File: src/rtl/router_pkt_drain.sv
// Router output-port drain: pops the port FIFO, frames bytes as header/payload/parity packets,
// forwards them through a 2-entry skid buffer and checks parity. Optional abort: DRAIN_TIMEOUT_EN.
module router_pkt_drain #(
    parameter int unsigned CNT_W = 16
`ifdef DRAIN_TIMEOUT_EN
    ,
    parameter int unsigned TIMEOUT_CYCLES = 30
`endif
) (
    input  logic             clk,
    input  logic             rst,
    input  logic             fifo_empty,
    input  logic [7:0]       fifo_dout,
    output logic             read_en,
    output logic [7:0]       pkt_data,
    output logic             pkt_valid,
    input  logic             pkt_ready,
    output logic             pkt_sop,
    output logic             pkt_eop,
    output logic             pkt_err,
    output logic [CNT_W-1:0] pkt_cnt,
    output logic [CNT_W-1:0] err_cnt,
    output logic             timeout
);

    typedef enum logic [1:0] {
        ST_HDR = 2'd0,
        ST_PAY = 2'd1,
        ST_PAR = 2'd2
    } state_t;

    typedef struct packed {
        logic [7:0] data;
        logic       sop;
        logic       eop;
        logic       err;
    } skid_ent_t;

    state_t     state_q, state_d;
    logic [5:0] rem_q, rem_d;
    logic [7:0] par_q, par_d;
    logic       inflight_q;
    logic [1:0] occ_q, occ_d;
    logic       valid_q;
    skid_ent_t  head_q, tail_q, in_ent;
    logic       push_c, pop_c, abort_c;
    logic [CNT_W-1:0] pkt_cnt_q, err_cnt_q;

`ifdef DRAIN_TIMEOUT_EN
    localparam int unsigned TO_W = $clog2(TIMEOUT_CYCLES + 1);
    logic [TO_W-1:0] to_cnt_q;
    logic            timeout_q;
    logic            abort_due_c;

    assign abort_due_c = (state_q != ST_HDR) && (to_cnt_q == TO_W'(TIMEOUT_CYCLES));
`endif

    // Pop only while the skid buffer can absorb every byte already requested.
    assign read_en = !rst && !fifo_empty && (({1'b0, occ_q} + {2'b00, inflight_q}) < 3'd2);
    assign pop_c   = valid_q && pkt_ready;

    assign pkt_valid = valid_q;
    assign pkt_data  = head_q.data;
    assign pkt_sop   = head_q.sop;
    assign pkt_eop   = head_q.eop;
    assign pkt_err   = head_q.err;
    assign pkt_cnt   = pkt_cnt_q;
    assign err_cnt   = err_cnt_q;

    // Framing FSM: next state and tags for the byte entering the skid buffer.
    always_comb begin
        state_d = state_q;
        rem_d   = rem_q;
        par_d   = par_q;
        push_c  = 1'b0;
        abort_c = 1'b0;
        in_ent  = '0;
        if (inflight_q) begin
            push_c      = 1'b1;
            in_ent.data = fifo_dout;
            unique case (state_q)
                ST_HDR: begin
                    in_ent.sop = 1'b1;
                    rem_d      = fifo_dout[7:2];
                    par_d      = fifo_dout;
                    state_d    = (fifo_dout[7:2] != 6'd0) ? ST_PAY : ST_PAR;
                end
                ST_PAY: begin
                    par_d = par_q ^ fifo_dout;
                    rem_d = rem_q - 6'd1;
                    if (rem_q == 6'd1) begin
                        state_d = ST_PAR;
                    end
                end
                ST_PAR: begin
                    in_ent.eop = 1'b1;
                    in_ent.err = (par_q != fifo_dout);
                    state_d    = ST_HDR;
                end
                default: state_d = ST_HDR;
            endcase
        end
`ifdef DRAIN_TIMEOUT_EN
        // Expiry implies nothing is in flight; the abort byte waits for a free slot.
        else if (abort_due_c && (occ_q != 2'd2)) begin
            push_c     = 1'b1;
            abort_c    = 1'b1;
            in_ent.eop = 1'b1;
            in_ent.err = 1'b1;
            state_d    = ST_HDR;
        end
`endif
    end

    always_comb begin
        occ_d = occ_q;
        unique case ({push_c, pop_c})
            2'b10:   occ_d = occ_q + 2'd1;
            2'b01:   occ_d = occ_q - 2'd1;
            default: occ_d = occ_q;
        endcase
    end

    always_ff @(posedge clk) begin
        if (rst) begin
            state_q    <= ST_HDR;
            rem_q      <= '0;
            par_q      <= '0;
            inflight_q <= 1'b0;
        end else begin
            state_q    <= state_d;
            rem_q      <= rem_d;
            par_q      <= par_d;
            inflight_q <= read_en;
        end
    end

    // Skid buffer: head drives the consumer port, tail holds the second entry.
    always_ff @(posedge clk) begin
        if (rst) begin
            occ_q   <= '0;
            valid_q <= 1'b0;
            head_q  <= '0;
            tail_q  <= '0;
        end else begin
            occ_q   <= occ_d;
            valid_q <= (occ_d != 2'd0);
            unique case ({push_c, pop_c})
                2'b10: begin
                    if (occ_q == 2'd0) begin
                        head_q <= in_ent;
                    end else begin
                        tail_q <= in_ent;
                    end
                end
                2'b01: begin
                    if (occ_q == 2'd2) begin
                        head_q <= tail_q;
                    end
                end
                2'b11: begin
                    if (occ_q == 2'd1) begin
                        head_q <= in_ent;
                    end else begin
                        head_q <= tail_q;
                        tail_q <= in_ent;
                    end
                end
                default: ;
            endcase
        end
    end

    always_ff @(posedge clk) begin
        if (rst) begin
            pkt_cnt_q <= '0;
            err_cnt_q <= '0;
        end else if (pop_c && head_q.eop) begin
            if (pkt_cnt_q != '1) begin
                pkt_cnt_q <= pkt_cnt_q + CNT_W'(1);
            end
            if (head_q.err && (err_cnt_q != '1)) begin
                err_cnt_q <= err_cnt_q + CNT_W'(1);
            end
        end
    end

`ifdef DRAIN_TIMEOUT_EN
    // Counts starved cycles mid-packet; idle in HDR.
    always_ff @(posedge clk) begin
        if (rst) begin
            to_cnt_q  <= '0;
            timeout_q <= 1'b0;
        end else begin
            timeout_q <= abort_c;
            if ((state_q == ST_HDR) || abort_c || read_en) begin
                to_cnt_q <= '0;
            end else if (fifo_empty && !inflight_q && (to_cnt_q != TO_W'(TIMEOUT_CYCLES))) begin
                to_cnt_q <= to_cnt_q + TO_W'(1);
            end
        end
    end

    assign timeout = timeout_q;
`else
    assign timeout = 1'b0;
`endif

endmodule

File: config.mk
export PLATFORM = sky130hd
export DESIGN_NAME = router_pkt_drain
export DESIGN_NICKNAME = d
export VERILOG_FILES = /design/src/rtl/router_pkt_drain.sv
export SDC_FILE = /design/constraint.sdc
export NUM_CORES = 1
export LEC_CHECK = 0
export CORE_MARGIN = 1
export CORE_UTILIZATION = 58
export CTS_CLUSTER_DIAMETER = 100
export DETAILED_ROUTE_END_ITERATION = 10
export PLACE_DENSITY = 0.88
export SYNTH_ARGS = -nofsm -noshare
export SYNTH_HDL_FRONTEND = slang
export SYNTH_SLANG_ARGS = --single-unit
File: constraint.sdc
create_clock -name clk -period 4.36 [get_ports clk]
set_input_delay 0.654 -clock clk [delete_from_list [all_inputs] [get_ports clk]]
set_output_delay 0.654 -clock clk [all_outputs]
set_load 0.05 [all_outputs]
Yosys cells after proc, flatten, opt, wreduce, memory -nomap -nowiden:

Index checks and enable logic that the tools add are counted.

* bits in registers: 74
* input port bits: 12
* output and inout port bits: 46
* logic and storage cells: 77

* $add $sub $neg: 6
* order comparisons: 1
* equal/unequal tests: 16
* multiplexer cells: 17
* bitwise gates (word level): 1
* reductions and logical operators: 20

Operator list (count)
* 2-to-1 mux 11 bit: 6
* case mux 11 bit (3 select lines): 1
* adder 16 x 1 -> 16 bit, second input constant: 2
* inequality test 16 bit, second input constant: 2
* case mux 11 bit (2 select lines): 1
* case mux 8 bit (2 select lines): 1
* case mux 6 bit (2 select lines): 1
* inequality test 2 bit, second input constant: 5
* == test 2 bit, second input constant: 4
* inequality test 8 bit: 1
* case mux 2 bit (2 select lines): 2
* AND reduction 2 bit: 4
* bitwise XOR 8 bit: 1
* == test 2 x 1 -> 1 bit, second input constant: 3
* == test 6 x 1 -> 1 bit, second input constant: 1
* 2-to-1 mux 2 bit: 3
* AND reduction 3 bit: 2
* nonzero test 2 bit: 3
* nonzero test 6 bit: 1
* subtractor 6 x 1 -> 6 bit, second input constant: 1
* logical AND 1 bit: 5
* logical NOT 2 bit: 2
* adder 2 x 1 -> 3 bit: 1
* < comparator 3 x 2 -> 1 bit, second input constant: 1
* 5 further kinds: 7

Depth between registers and ports, before layout:

Gate-level depths: netlist of the first run.

* depth in word-level cells: 5
* gate-level depth with buffers: 8

Least setup slack after synthesis of the first run:

Ideal clock, no wire load.

* kind: input to output
* start: input rst
* end: output read_en
* arrival: 3.313 ns
* slack: 0.393 ns
* stages on the path: 2
* cell sequence: clkbuf_1 > a2111oi_0

* cells in the longest elaborated chain, start to end: 3

RTL lines
* from (decl): RTL line 11 `input logic rst,`
* logical NOT 1 bit: RTL line 59 `assign read_en = !rst && !fifo_empty && (({1'b0, occ_q} + {2'b00, inflight_q}) < 3'd2);`
* logical AND 1 bit (2 in series): RTL line 59
* to (decl): RTL line 14 `output logic read_en,`

Every way passes these cells.

Worst setup path in the final report of the first run:

* start: input fifo_empty
* end: output read_en

* cells in the longest elaborated chain, start to end: 3

RTL lines
* from (decl): RTL line 12 `input logic fifo_empty,`
* logical NOT 1 bit: RTL line 59
* logical AND 1 bit (2 in series): RTL line 59

Every way passes these cells.

==> results.txt, run 1 <==
status -> completed
pin count of the biggest net entering global routing -> 77
IO Count -> 58
Initial Util -> 61.3%
Post-synth EDFFs -> 0
critical-path maximum fanout -> 2
Worst Hold Class -> register to register
period utilisation layout -> 67.9%
max_cap viols -> 0
Post-Place Worst Slack -> 1.21 ns
R2R cell count -> 7
most frequent CP cell -> clkdlybuf4s50_1
unique cell type count in the Yosys netlist -> 47
Routed wire per std cell -> 15.2 um
Syn Area/Cell -> 8.45 sq um
worst slew pin tran -> 0.979 ns
dpl hpwl -> 5700 um
post-route insts no fill -> 565
Synth area leaders -> dfxtp_1, nor2_1, xnor2_1
area delta synth->final -> 21.0%
P per Cell Area -> 322 nW/um^2
clock-pin slew on the worst setup and hold paths -> 0.08 ns
slowest CP cell -> clkdlybuf4s50_1
top cell type's share of synthesized area -> 39.9%
vias in the first global route -> 3164
Final Core Density -> 74.2%
setup_tns -> 0 ns
total wire length -> 8580 um
post-route minimum period -> 2.96 ns
Critical path buffers and inverters -> 2
placed instance count -> 549
Final Hold Vio Count -> 0
Setup Crit Path Kind -> input pin to output port
Iter 0 DRT Violations -> 347
Congestion Overflow GR -> 0
area leader, netlist -> dfxtp_1
CTS root buf -> clkbuf_8
DIE WIDTH -> 82.0 um
top_reg_cell synth -> dfxtp_1
vias per cell -> 6.09
syn nets -> 463
site row count -> 28
required time of the critical path -> 3.71 ns
clock sinks -> 74
final setup violation count -> 0
routed vias -> 3440
DR pass1 iterations -> 5
Slew HR -> 34.4%
Startpoint Class -> input pin
Seq/Total Area, Yosys -> 39.9%
fillers -> 435
Post-CTS Setup Bufs -> 0
Final #Nets -> 508
first-pass GRT wire length -> 14200 um
WP depth -> 3
Num CTS Buffers -> 9
diode count -> 0
Hold Path Depth -> 2
CTS hold repair buffers -> 0
critical path, cell by cell -> clkdlybuf4s50_1, a2111oi_0, clkdlybuf4s50_1
power after layout -> 1.45 mW
skew final -> 0.00828 ns
Core ar. -> 6060 sq um
post_cts resized -> 0
Post-synth ARST share -> 0%
clock latency on the worst-skew pair -> 0.35 ns
Gate Count Post-Synth -> 440
Syn. warnings -> 0
Max IR drop VDD -> 0.000292 V
Yosys reg bits -> 74
die height -> 82.0 um
final worst slack -> 1.40 ns
Max Freq -> 338 MHz
max incr delay on CP -> 0.88 ns
port buffer count -> 56
# DRC -> 0
post-synthesis cell area -> 3720 sq um
RSZ-0062 raised after global routing -> false
gp weighted congestion -> 0.805
Leakage -> 1.55 nW
Final Max Tran Viols -> 0
share of post-route cells with drive strength above 1 -> 5.31%
Crit path arrival time -> 2.31 ns
initial antenna violation count -> 0
post-route ant nets -> 0
Global Route Usage Sum -> 27.4%
Max Root-Sink Buffers -> 2
TritonCTS clock tree -> yes
Worst path top cell family by delay -> buffers and inverters
Die Area -> 6730 sq um
H-tree depth -> 3
nature of the critical path endpoint -> output port
-- registers in the layout, summed over array words and instances (netlist names), 2 cells and up --
signal	cells
occ_q	2
par_q	8
state_q	2
err_cnt	16
rem_q	6
pkt_cnt	16
pkt_data	8
tail_q	11
-- synthesized netlist by cell type (all sizes together), types with 8 or more instances --
| cell | number |
|---|---|
| ha | 11 |
| nand4 | 11 |
| nor2 | 68 |
| a21oi | 29 |
| mux2i | 11 |
| clkbuf | 21 |
| dfxtp | 74 |
| xnor2 | 21 |
| nand2 | 25 |
| nor3 | 12 |
| o21ai | 18 |
| a211oi | 17 |
| nand3 | 23 |
| nor4 | 8 |
| inv | 12 |
| xor2 | 15 |
| a22oi | 19 |
-- per-layer routing --
| metal | global-route usage [%] | vias to the layer above | wire length, um |
|---|---|---|---|
| li1 | - | 1657 | - |
| met1 | 34.3 | 1629 | 3760 |
| met2 | 44.3 | 131 | 4140 |
| met3 | 5.78 | 23 | 448 |
| met4 | 13.7 | 0 | 223 |
| met5 | 0 | - | 0 |
-- cells by family (layout without fill, tap and decap cells) --
group,Yosys count,in the layout,share of synthesized area (%)
buffers and inverters,36,86,3.77
and+or+nand+nor,174,174,23.9
adders and majority gates,11,11,3.70
muxes,13,13,3.57
DFF,74,74,39.9
xor gates and xnor gates,36,36,8.49
AOI/OAI and AO/OA,95,95,16.6
other,1,1,0.101
-- worst reg2reg max path, delay by kind of cell, from the launching register on --
family,cells,cell delay (ns)
buffers and inverters,1,0.28
and+or+nand+nor,2,0.54
DFF,1,0.66
AOI/OAI and AO/OA,3,0.67
adders and majority gates,1,0.33
-- where the power goes --
| group | switching (mW) | internal (mW) | total, mW |
|---|---|---|---|
| clock | 0.251 | 0.295 | 0.546 |
| sequential | 0.0231 | 0.697 | 0.720 |
| combinational | 0.115 | 0.0670 | 0.182 |
-- placed cells by master, fill, tap and decap left out, types with 2 or more instances in the layout --
cell             count
a311oi_1             3
buf_4                2
nand4_1             10
mux2i_1             11
clkdlybuf4s50_1     55
and2_1               2
ha_1                11
clkbuf_8            11
nand2b_1             2
o21ai_0             18
nor2_1              68
dfxtp_1             74
a22oi_1             19
nand3_1             22
nand2_1             25
a21oi_2              2
nor4_4               2
nor3b_1              2
xor2_1              15
a2111oi_0            2
nor3_1              12
a21oi_1             27
inv_1               12
nor4_1               6
clkinvlp_4           2
and4_1               5
a211oi_1            17
nor2b_1              5
mux2_1               2
xnor2_1             21
and3_1               5
-- worst paths after layout --
| path | startpoint | end | slack (ns) |
|---|---|---|---|
| min | tail_q[10] | tail_q[10] | 0.45 |
| max | fifo_empty | read_en | 1.40 |
| min reg2reg | tail_q[10] | tail_q[10] | 0.45 |
| max reg2reg | inflight_q | pkt_err | 1.80 |
-- stage by stage --
stage | hold slack, ns | instance area [sq um]
final | 0.453 | 4500
after global routing | 0.490 | 4500
after CTS | 0.455 | 4500
after detailed placement | 0.446 | 4290
after global placement | 0.438 | 4290
after floorplan | 0.432 | 3720
-- cell type report --
cell class                      count  area [sq um]  share of cell area [%]
Sequential cell                    74          1480                    32.9
Multi-Input combinational cell    330          2100                    46.7
Clock inverter                      4          50.0                    1.11
Inverter                           12          45.0                    1.00
Tap cell                           75          93.8                    2.09
Clock buffer                       12           155                    3.45
Timing Repair Buffer               58           571                    12.7
Note: power is estimated with default switching activity, not from simulation.
==> run 2: changes to the inputs <==
--- a/config.mk
+++ b/config.mk
@@ -6,10 +6,10 @@
 export NUM_CORES = 1
 export LEC_CHECK = 0
 export CORE_MARGIN = 1
-export CORE_UTILIZATION = 58
+export CORE_UTILIZATION = 54
 export CTS_CLUSTER_DIAMETER = 100
 export DETAILED_ROUTE_END_ITERATION = 10
-export PLACE_DENSITY = 0.88
+export PLACE_DENSITY = 0.83
 export SYNTH_ARGS = -nofsm -noshare
 export SYNTH_HDL_FRONTEND = slang
 export SYNTH_SLANG_ARGS = --single-unit
==> constraint.sdc (replaced) <==
create_clock -name clk -period 3.08 [get_ports clk]
set_input_delay 0.462 -clock clk [delete_from_list [all_inputs] [get_ports clk]]
set_output_delay 0.462 -clock clk [all_outputs]
set_load 0.05 [all_outputs]
==> results.txt, run 2 (synthesis gave the netlist of run 1 again) <==
Global Route Usage Sum -> 24.3% (was 27.4%)
setup_tns -> 0 ns (unchanged)
WL met3 -> 441 um (was 448 um)
most common cell after layout, fill and taps aside -> dfxtp_1 (unchanged)
DIE WIDTH -> 85.0 um (was 82.0 um)
Hold Path Depth -> 2 (unchanged)
post-route minimum period -> 2.53 ns
Endpoint, Worst Hold -> tail_q[7] (was tail_q[10])
initial antenna violation count -> 0 (unchanged)
Worst R2R End -> pkt_err (unchanged)
Final #Nets -> 509 (was 508)
area delta synth->final -> 21.9% (was 21.0%)
pin count of the biggest net entering global routing -> 77 (unchanged)
diode count -> 0 (unchanged)
total wire length -> 8420 um (was 8580 um)
WL met1 -> 3840 um (was 3760 um)
P per Cell Area -> 471 nW/um^2 (was 322 nW/um^2)
routed vias -> 3379 (was 3440)
critical-path maximum fanout -> 15 (was 2)
Iter 0 DRT Violations -> 203 (was 347)
Slew HR -> 42.9% (was 34.4%)
Max IR drop VDD -> 0.000233 V (was 0.000292 V)
clock sinks -> 74 (unchanged)
DR pass1 iterations -> 7 (was 5)
skew final -> 0.00602 ns (was 0.00828 ns)
Final Max Tran Viols -> 0 (unchanged)
die height -> 85.0 um (was 82.0 um)
first-pass GRT wire length -> 14100 um (was 14200 um)
Max Root-Sink Buffers -> 2 (unchanged)
setup slack, reg-to-reg -> 0.55 ns (was 1.80 ns)
Setup Crit Path Kind -> register to register (was input pin to output port)
met2 wire len -> 3960 um (was 4140 um)
Worst Hold Class -> register to register (unchanged)
power after layout -> 2.13 mW (was 1.45 mW)
Min Hold Slack -> 0.454 ns (was 0.453 ns)
Leakage -> 1.57 nW (was 1.55 nW)
Initial Util -> 57.2% (was 61.3%)
worst hold start -> tail_q[7] (was tail_q[10])
site row count -> 29 (was 28)
share of post-route cells with drive strength above 1 -> 5.70% (was 5.31%)
final setup violation count -> 0 (unchanged)
vias per cell -> 5.95 (was 6.09)
vias in the first global route -> 3052 (was 3164)
gp weighted congestion -> 0.838 (was 0.805)
required time of the critical path -> 3.35 ns (was 3.71 ns)
Num CTS Buffers -> 9 (unchanged)
status -> finished, violations left (was completed)
dpl hpwl -> 5760 um (was 5700 um)
IO Count -> 58 (unchanged)
Max Freq -> 395 MHz
Critical R2R Launch -> inflight_q (unchanged)
max_cap viols -> 0 (unchanged)
max incr delay on CP -> 0.66 ns (was 0.88 ns)
RSZ-0062 raised after global routing -> false (unchanged)
post-route ant nets -> 0 (unchanged)
Core ar. -> 6490 sq um (was 6060 sq um)
Die Area -> 7220 sq um (was 6730 sq um)
CTS root buf -> clkbuf_8 (unchanged)
nature of the critical path endpoint -> register (was output port)
Post-CTS Setup Bufs -> 0 (unchanged)
R2R cell count -> 7 (unchanged)
Crit path arrival time -> 2.80 ns (was 2.31 ns)
Congestion Overflow GR -> 0 (unchanged)
placed instance count -> 552 (was 549)
critical path, cell by cell -> inv_1, ha_1, or2_1, a21oi_2, and3_1, a22oi_1, a211oi_1 (was clkdlybuf4s50_1, a2111oi_0, clkdlybuf4s50_1)
Final Hold Vio Count -> 0 (unchanged)
TritonCTS clock tree -> yes (unchanged)
fillers -> 512 (was 435)
CTS hold repair buffers -> 0 (unchanged)
worst slew pin tran -> 0.853 ns (was 0.979 ns)
Startpoint Class -> register (was input pin)
top routing layer used -> met4 (unchanged)
clock latency on the worst-skew pair -> 0.36 ns (was 0.35 ns)
# DRC -> 4 (was 0)
clock-pin slew on the worst setup and hold paths -> 0.08 ns (about the same)
post_cts resized -> 0 (unchanged)
slowest CP cell -> dfxtp_1 (was clkdlybuf4s50_1)
Routed wire per std cell -> 14.8 um (was 15.2 um)
most frequent cells in the layout -> dfxtp_1, nor2_1, clkdlybuf4s50_1, a21oi_1, nand2_1 (unchanged)
failing checks -> DRC
post-route insts no fill -> 568 (was 565)
period utilisation layout -> 82.1%
port buffer count -> 56 (unchanged)
H-tree depth -> 3 (unchanged)
==> run 2: cell types whose count changed in the layout (fill, tap and decap cells not counted), sizes merged <==
cell           delta
clkinvlp          -2
clkdlybuf4s50     -1
bufinv            +1
clkinv            +1
inv               +1
clkbuf            -1
buf               +2
==> run 2: worst max-delay path, delay by kind of cell (launching register included) <==
family | cells | cell delay [ns]
flops | 1 | 0.66
compound gates | 3 | 0.70
simple gates | 2 | 0.50
buf+inv | 1 | 0.27
fa+ha+maj | 1 | 0.31
==> run 2: report_power, final <==
group / total, mW / switching (mW) / internal (mW)
Combinational: 0.261 / 0.164 / 0.0961
Clock: 0.855 / 0.371 / 0.484
Sequential: 1.02 / 0.0331 / 0.986
==> run 2: area by class of cell <==
class | instances | area (sq um) | area share, %
clock inverter | 5 | 86.3 | 1.91
tap | 77 | 96.3 | 2.13
timing repair buffer | 59 | 576 | 12.7
inverter | 12 | 45.0 | 0.995
clock buffer | 11 | 141 | 3.12
sequential | 74 | 1480 | 32.7
multi-input combinational | 330 | 2100 | 46.4
==> run 2: stage by stage <==
| step | util (%) | area (sq um) | setup slack (ns) |
|---|---|---|---|
| floorplan | - | 3720 | 0.165 |
| global placement | 66.2 | 4300 | 0.492 |
| detailed placement | 66.2 | 4300 | 0.345 |
| CTS | 69.7 | 4530 | 0.582 |
| global route | 69.7 | 4530 | 0.342 |
| finish | 69.7 | 4530 | 0.550 |
==> run 2: worst max-delay path by stage <==
stage / slack [ns] / depth (start not counted) / startpoint / end
floorplan: 0.16 / 2 / rst / read_en
global placement: 0.49 / 8 / pkt_ready / pkt_err
detailed placement: 0.34 / 8 / pkt_ready / pkt_err
CTS: 0.58 / 7 / inflight_q / pkt_err
global route: 0.34 / 7 / inflight_q / pkt_err
finish: 0.55 / 7 / inflight_q / pkt_err
==> run 2: layer usage <==
layer  up-vias  track usage [%]
met5         -                0
met4         0             12.3
li1       1663                -
met1      1609             30.7
met2        92             39.1
met3        15             5.45
